$ cat src/rtl/md_pkg.sv
`default_nettype none
// ============================================================================
//  Module      : md_pkg
//  Description : Shared encodings for the multiply/divide sequencing
//                controller: FSM states, operation select and completion
//                cause codes.
//  Revision    : 1.0  initial release
// ============================================================================
package md_pkg;

    // FSM state encoding
    localparam logic [1:0] S_IDLE   = 2'd0;
    localparam logic [1:0] S_LAUNCH = 2'd1;
    localparam logic [1:0] S_WAIT   = 2'd2;
    localparam logic [1:0] S_DONE   = 2'd3;

    typedef enum logic [1:0] {
        ST_IDLE   = S_IDLE,
        ST_LAUNCH = S_LAUNCH,
        ST_WAIT   = S_WAIT,
        ST_DONE   = S_DONE
    } md_state_t;

    // Operation select as driven by the control unit on MDControl
    localparam logic MD_OP_MULT = 1'b0;
    localparam logic MD_OP_DIV  = 1'b1;

    // Why the controller went to DONE; selects the pulse emitted there
    typedef enum logic [1:0] {
        CAUSE_OK      = 2'd0,
        CAUSE_TIMEOUT = 2'd1,
        CAUSE_DIV0    = 2'd2
    } md_cause_t;

endpackage : md_pkg
`default_nettype wire

$ cat src/rtl/md_watchdog.sv
`default_nettype none
// ============================================================================
//  Module      : md_watchdog
//  Description : Saturating cycle counter guarding the WAIT state. Cleared
//                on request accept, counts while enabled, and flags expiry
//                once it has reached TIMEOUT-1.
//  Revision    : 1.0  initial release
// ============================================================================
module md_watchdog #(
    parameter int TIMEOUT = 64
) (
    input  logic clk,
    input  logic reset,
    input  logic clr,
    input  logic en,
    output logic expired
);

    localparam int               c_cnt_w = $clog2(TIMEOUT) + 1;
    localparam logic [c_cnt_w-1:0] c_limit = c_cnt_w'(TIMEOUT - 1);

    logic [c_cnt_w-1:0] r_count;

    // Count enabled cycles, holding at the limit so expiry stays asserted
    always_ff @(posedge clk or negedge reset) begin
        if (!reset) begin
            r_count <= '0;
        end else if (clr) begin
            r_count <= '0;
        end else if (en && (r_count != c_limit)) begin
            r_count <= r_count + c_cnt_w'(1);
        end
    end

    assign expired = (r_count == c_limit);

endmodule : md_watchdog
`default_nettype wire

$ cat src/rtl/md_ctrl.sv
`default_nettype none
// ============================================================================
//  Module      : md_ctrl
//  Description : Sequencer for the shared iterative multiplier/divider.
//                Accepts one request in IDLE, launches the selected unit,
//                waits for its done (bounded by a watchdog) and commits the
//                result into HI/LO. Optional feature macro:
//                MD_DIV0_DETECT_EN - short-circuit divide by zero to md_div0.
//  Revision    : 1.0  initial release
// ============================================================================
module md_ctrl
    import md_pkg::*;
#(
    parameter int WIDTH   = 32,
    parameter int TIMEOUT = 64
) (
    input  logic             clk,
    input  logic             reset,
    input  logic             md_start,
    input  logic             MDControl,
    input  logic [WIDTH-1:0] md_a,
    input  logic [WIDTH-1:0] md_b,
    output logic             md_busy,
    output logic             md_done,
    output logic             md_timeout,
    output logic             md_div0,
    output logic [WIDTH-1:0] hi,
    output logic [WIDTH-1:0] lo,
    output logic [WIDTH-1:0] op_a,
    output logic [WIDTH-1:0] op_b,
    output logic             mult_start,
    output logic             div_start,
    input  logic             mult_done,
    input  logic             div_done,
    input  logic [WIDTH-1:0] mult_hi,
    input  logic [WIDTH-1:0] mult_lo,
    input  logic [WIDTH-1:0] div_quot,
    input  logic [WIDTH-1:0] div_rem
);

    md_state_t r_state;
    md_state_t w_next;
    md_cause_t r_cause;
    md_cause_t w_cause_next;
    logic      r_op;
    logic      w_accept;
    logic      w_commit;
    logic      w_wd_en;
    logic      w_wd_expired;
    logic      w_unit_done;
    logic      w_div0_req;

    // Only the launched unit's done is of interest
    assign w_unit_done = (r_op == MD_OP_DIV) ? div_done : mult_done;

`ifdef MD_DIV0_DETECT_EN
    assign w_div0_req = (MDControl == MD_OP_DIV) && (md_b == '0);
`else
    assign w_div0_req = 1'b0;
`endif

    md_watchdog #(
        .TIMEOUT (TIMEOUT)
    ) u_watchdog (
        .clk     (clk),
        .reset   (reset),
        .clr     (w_accept),
        .en      (w_wd_en),
        .expired (w_wd_expired)
    );

    // State and completion-cause registers
    always_ff @(posedge clk or negedge reset) begin
        if (!reset) begin
            r_state <= ST_IDLE;
            r_cause <= CAUSE_OK;
        end else begin
            r_state <= w_next;
            r_cause <= w_cause_next;
        end
    end

    // Next-state decode and all handshake/status outputs
    always_comb begin
        w_next       = r_state;
        w_cause_next = r_cause;
        w_accept     = 1'b0;
        w_commit     = 1'b0;
        w_wd_en      = 1'b0;
        mult_start   = 1'b0;
        div_start    = 1'b0;
        md_done      = 1'b0;
        md_timeout   = 1'b0;
        md_div0      = 1'b0;
        md_busy      = (r_state != ST_IDLE);
        case (r_state)
            ST_IDLE: begin
                if (md_start) begin
                    w_accept = 1'b1;
                    if (w_div0_req) begin
                        w_next       = ST_DONE;
                        w_cause_next = CAUSE_DIV0;
                    end else begin
                        w_next = ST_LAUNCH;
                    end
                end
            end
            ST_LAUNCH: begin
                mult_start = (r_op == MD_OP_MULT);
                div_start  = (r_op == MD_OP_DIV);
                w_next     = ST_WAIT;
            end
            ST_WAIT: begin
                w_wd_en = 1'b1;
                // A done arriving on the expiry edge still commits
                if (w_unit_done) begin
                    w_commit     = 1'b1;
                    w_next       = ST_DONE;
                    w_cause_next = CAUSE_OK;
                end else if (w_wd_expired) begin
                    w_next       = ST_DONE;
                    w_cause_next = CAUSE_TIMEOUT;
                end
            end
            ST_DONE: begin
                md_done    = (r_cause == CAUSE_OK);
                md_timeout = (r_cause == CAUSE_TIMEOUT);
`ifdef MD_DIV0_DETECT_EN
                md_div0    = (r_cause == CAUSE_DIV0);
`endif
                w_next     = ST_IDLE;
            end
            default: w_next = ST_IDLE;
        endcase
    end

    // Operand latch on accept and HI/LO commit on unit completion
    always_ff @(posedge clk or negedge reset) begin
        if (!reset) begin
            op_a <= '0;
            op_b <= '0;
            r_op <= MD_OP_MULT;
            hi   <= '0;
            lo   <= '0;
        end else begin
            if (w_accept) begin
                op_a <= md_a;
                op_b <= md_b;
                r_op <= MDControl;
            end
            if (w_commit) begin
                if (r_op == MD_OP_DIV) begin
                    lo <= div_quot;
                    hi <= div_rem;
                end else begin
                    hi <= mult_hi;
                    lo <= mult_lo;
                end
            end
        end
    end

endmodule : md_ctrl
`default_nettype wire

$ cat config.mk
export PLATFORM = sky130hd
export DESIGN_NAME = md_ctrl
export DESIGN_NICKNAME = d
export VERILOG_FILES = /design/src/rtl/md_pkg.sv /design/src/rtl/md_watchdog.sv /design/src/rtl/md_ctrl.sv
export SDC_FILE = /design/constraint.sdc
export NUM_CORES = 1
export LEC_CHECK = 0
export CAP_MARGIN = 20
export CORE_UTILIZATION = 35
export DETAILED_ROUTE_END_ITERATION = 16
export PLACE_DENSITY = 0.85
export REMOVE_ABC_BUFFERS = 1
export SLEW_MARGIN = 20
export SYNTH_ARGS = -nofsm -noshare
export SYNTH_HDL_FRONTEND = slang
export SYNTH_SLANG_ARGS = --single-unit
$ cat constraint.sdc
create_clock -name clk -period 1.7 [get_ports clk]
set_clock_uncertainty 0.1 [all_clocks]
set_input_delay 0.17 -clock clk [delete_from_list [all_inputs] [get_ports clk]]
set_output_delay 0.17 -clock clk [all_outputs]
set_load 0.1 [all_outputs]
**Word-level counts from Yosys, hierarchy flattened**

Cells that the tools add are included.

- Flip-flop bits (word level): 140
- Bits of input ports: 198
- Word-level logic and storage cells: 46
- Output and inout port bits: 134

- Equality and inequality tests: 8
- Bitwise gates (word level): 1
- Reductions and logical operators: 8
- $add $sub $neg: 1
- Mux-type cells: 20

Operator list:

| kind | count |
|---|---|
| 32-bit 2-to-1 mux | 2 |
| 7-bit 2-to-1 mux | 2 |
| 1-bit 2-to-1 mux | 10 |
| 2-bit 2-to-1 mux | 5 |
| 2-bit case mux with 4 select lines | 1 |
| 7-bit by 1-bit adder with 7-bit output (second input constant) | 1 |
| 7-bit by 6-bit equality test with 1-bit output (second input constant) | 1 |
| 7-bit by 6-bit inequality test with 1-bit output (second input constant) | 1 |
| 2-bit nonzero test | 3 |
| 2-bit by 1-bit equality test with 1-bit output (second input constant) | 2 |
| 2-bit equality test (second input constant) | 2 |
| 2-bit zero test | 2 |
| 2-bit AND reduction | 2 |
| 3-bit by 2-bit inequality test with 1-bit output (second input constant) | 1 |
| 2-bit inequality test (second input constant) | 1 |
| 1-bit logical AND | 1 |
| 1-bit inverter | 1 |

**Logic depth before layout (Yosys ltp)**

- Depth in word-level cells: 5
- Depth in mapped cells: 9
- Gate-level depth less buffers: 6

**Cells and area by module**

A second synthesis with hierarchy kept.

- Cell total of the unflattened synthesis: 413
- Area, all modules: 6422.4 µm²

By module, submodules not included:

| module | sequential area each (µm²) | times used | area an instance (µm²) | cells an instance |
|---|---|---|---|---|
| md_ctrl | 3303.2 | 1 | 6002.0 | 371 |
| md_watchdog | 175.2 | 1 | 420.4 | 42 |

**Least setup slack after synthesis**

Ideal clock, no wire load.

- Kind: register to output
- Start point: register r_op
- End point: output mult_start
- Cell stages (with the launch flop): 5
- Path slack: -0.760 ns
- Data required time: 1.430 ns
- Arrival time: 2.190 ns
- Path buffers: 3
- Cells stage by stage: dfrtp_1 > buf_2 > buf_4 > buf_2 > nor2b_1

- Word-level cells in the longest chain between the ends: 2

Ends and longest elaborated chain:

| item | RTL line | RTL |
|---|---|---|
| from (decl) | md_ctrl.sv:45 | `logic r_op;` |
| from (signal assigned) | md_ctrl.sv:149 | `r_op <= MDControl;` |
| 1-bit inverter | md_ctrl.sv:109 | `mult_start = (r_op == MD_OP_MULT);` |
| 1-bit 2-to-1 mux | md_ctrl.sv:96 | `case (r_state)` |
| to (decl) | md_ctrl.sv:31 | `output logic mult_start,` |

No other way between the ends.

**Worst setup path in the final report**

- Start point: register u_watchdog.r_count[0]
- End point: register r_state[1]

- Word-level cells in the longest chain between the ends: 3

Ends and longest elaborated chain:

| item | RTL line | RTL |
|---|---|---|
| from (decl) | md_watchdog.sv:22 | `logic [c_cnt_w-1:0] r_count;` |
| from (signal assigned) | md_watchdog.sv:31 | `r_count <= r_count + c_cnt_w'(1);` |
| 7-bit by 6-bit equality test with 1-bit output | md_watchdog.sv:35 | `assign expired = (r_count == c_limit);` |
| 3-bit by 2-bit inequality test with 1-bit output (no line) | - |  |
| 2-bit AND reduction (no line) | - |  |
| to (signal assigned) | md_ctrl.sv:78 | `r_state <= w_next;` |
| to (decl) | md_ctrl.sv:41 | `md_state_t r_state;` |

No other way between the ends.
A chain may end at the register's enable or synchronous reset.

==> results.ini <==
[logic_synthesis]
ys_top_cells_by_area = dfrtp_1 (59%), mux2_2 (12%), mux2i_1 (11%), nand2_1 (4.3%), o21ai_0 (3.8%)
syn_area_per_cell_um2 = 12.43
synth_top_area_share_pct = 58.67
synth-seq-cells = 139
postSynth.asyncResetShare_pct = 100.0
ys_seq_area_share_pct = 58.67
yosysWarnings = 0
ys_types = 33
syn_area_um2 = 5928
synth.largest_area_cell = dfrtp_1
syn_inst = 477
synth_edf_count = 0
ys.flop_type = dfrtp_1

[routing]
drc = 0
avgRoutedWirePerCell_um = 19.01
wirelength_mm = 20.19
num_vias = 5103
vias_per_cell = 4.805
ant_nets = 0
drtIter0Drc = 177
firstDrtPassIters = 4

[setup_path]
slowest_delay_ns = 0.35
cp.arrival_ns = 1.97
cp.required_ns = 1.90
crit_path_start_kind = register
worstPathCellList = ha_1 > or2b_1 > or2_1 > a32oi_2 > mux2_4
critical_path_class = reg -> reg
cp-end-kind = register
cp_max_fo = 2
cpMaxStageDelayCell = dfrtp_1

[min_path]
hold_class = in -> async

[global_routing]
grt_overflow = 0
antenna_found_initial = 1
grt_max_degree = 61
grt_usage_pct = 23.44
grt_first_pass_wirelength_mm = 30.74
first_global_vias = 5550

[flow_run]
drv_cap = 0

[floorplan]
die_width_um = 132.1
coreArea_um2 = 16580
start_util_pct = 35.75
fp.dieH_um = 132.1
die-area_um2 = 17460
rows = 47
pin_count = 332

[layout]
utilization_pct = 70.75
layout_commonest_cell = clkdlybuf4s50_1
most-common-layout-cells = clkdlybuf4s50_1 (196), dfrtp_1 (138), buf_12 (138)
diodes = 0
area_delta_synth_final_pct = 97.91
drive_gt1_share_pct = 33.25
fin_nets = 1032

[timing]
period_needed_ns = 1.774
hold_viol = 0
grt_setup_unrepaired = yes
slew_violations = 0
period_share_pct = 104.3
whs_ns = 0.1564
setup_ws_ns = -0.07357
max_freq_mhz = 563.8
setup_violations = 3

[placed_design]
gp_congestion = 0.8000
port_buffers = 330
hpwl_mm = 14.89

[clock_network]
cts.htree.levels = 4
cts_sinks = 139
cts_tree = built
cts-buffers-inserted = 17
cts_root_buffer = clkbuf_16
clk_path_buf_depth = 2
cts.clk_slew.worst_paths_ns = 0.06
insertion_delay_ns = 0.42

[run_status]
status = finished, violations left
violations = setup timing

cells in the mapped netlist, types with 2 or more instances:
| cell | number |
|---|---|
| buf_4 | 4 |
| nand2_1 | 68 |
| mux2_2 | 65 |
| and2_1 | 3 |
| ha_1 | 5 |
| a31oi_1 | 3 |
| dfrtp_1 | 139 |
| nor2_1 | 4 |
| buf_2 | 22 |
| o21ai_1 | 23 |
| nor2b_1 | 2 |
| o21ai_0 | 45 |
| clkbuf_1 | 2 |
| inv_1 | 6 |
| buf_6 | 3 |
| mux2i_1 | 65 |
| a21oi_1 | 2 |
critical path, delay by kind of cell (launching register included):
| family | cells | cell delay, ns |
|---|---|---|
| simple gates | 2 | 0.48 |
| mux | 1 | 0.32 |
| compound gates | 1 | 0.24 |
| flops | 1 | 0.35 |
| fa+ha+maj | 1 | 0.17 |
final cells by class:
cell class              instances  area (um^2)
clock inverters                13        118.9
well taps                     220        275.3
inverters                       6        25.02
fillers                      1083         4851
multi-input cells             300         2330
clock buffers                  19        432.9
flip-flops and latches        139         3482
repair buffers                365         5069
metrics by stage:
| step | cell area, um^2 | worst slack (ns) | instances | setup TNS (ns) |
|---|---|---|---|---|
| 2_1_floorplan | 5742 | -2.588 | 445 | -247.59 |
| 3_3_place_gp | 10950 | -0.04201 | 1022 | -0.04201 |
| 3_5_place_dp | 10950 | -0.07132 | 1022 | -0.08979 |
| 4_1_cts | 11650 | -0.05672 | 1062 | -0.1523 |
| 5_1_grt | 11730 | -0.1677 | 1062 | -0.7152 |
| 6_report | 11730 | -0.07357 | 1062 | -0.1310 |
flip-flops by register name, summed over array words and instances (netlist names):
signal              flops
r_state                 2
u_watchdog.r_count      7
hi                     32
r_cause                 1
r_op                    1
lo                     32
op_a                   32
op_b                   32
repair_timing:
action / in CTS / in global routing
hold buffers: 1 / 0
endpoints found under the hold margin: 139 / 0
gates resized for setup: 16 / 13
pin swaps: 1 / 2
gates cloned: 1 / 1
setup endpoints to repair: 12 / 101
setup buffers: 6 / 0
cells by family after synthesis:
family	synth area share [%]
flops	58.67
mux	23.51
simple gates	5.931
compound gates	7.092
buf+inv	3.525
fa+ha+maj	1.055
other cells	0.06326
xor+xnor	0.1478
metal layers:
| layer | up-vias | track usage, % | routed length [um] |
|---|---|---|---|
| met5 | - | 0 | 12 |
| met4 | 2 | 11.18 | 723 |
| met3 | 44 | 8.535 | 1606 |
| met2 | 244 | 41.59 | 10530 |
| met1 | 2456 | 24.56 | 7314 |
| li1 | 2357 | - | - |
final timing paths:
kind,startpoint,to,slack [ns],cells after the start
worst min-delay path,reset,op_b[18]$_DFFE_PN0P_,0.16,2
min in group clk,md_a[27],op_a[27]$_DFFE_PN0P_,0.26,2
max in group asynchronous,reset,hi[20]$_DFFE_PN0P_,0.77,3
worst max-delay path,u_watchdog.r_count[0]$_DFFE_PN0P_,r_state[1]$_DFFE_PN0P_,-0.07,5
worst min register to register,u_watchdog.r_count[5]$_DFFE_PN0P_,u_watchdog.r_count[5]$_DFFE_PN0P_,0.39,1
worst max register to register,u_watchdog.r_count[0]$_DFFE_PN0P_,r_state[1]$_DFFE_PN0P_,-0.07,5
Power is left out: the tool's default activity adds up to more than one toggle a clock period on the data nets, which glitch-free logic cannot reach.
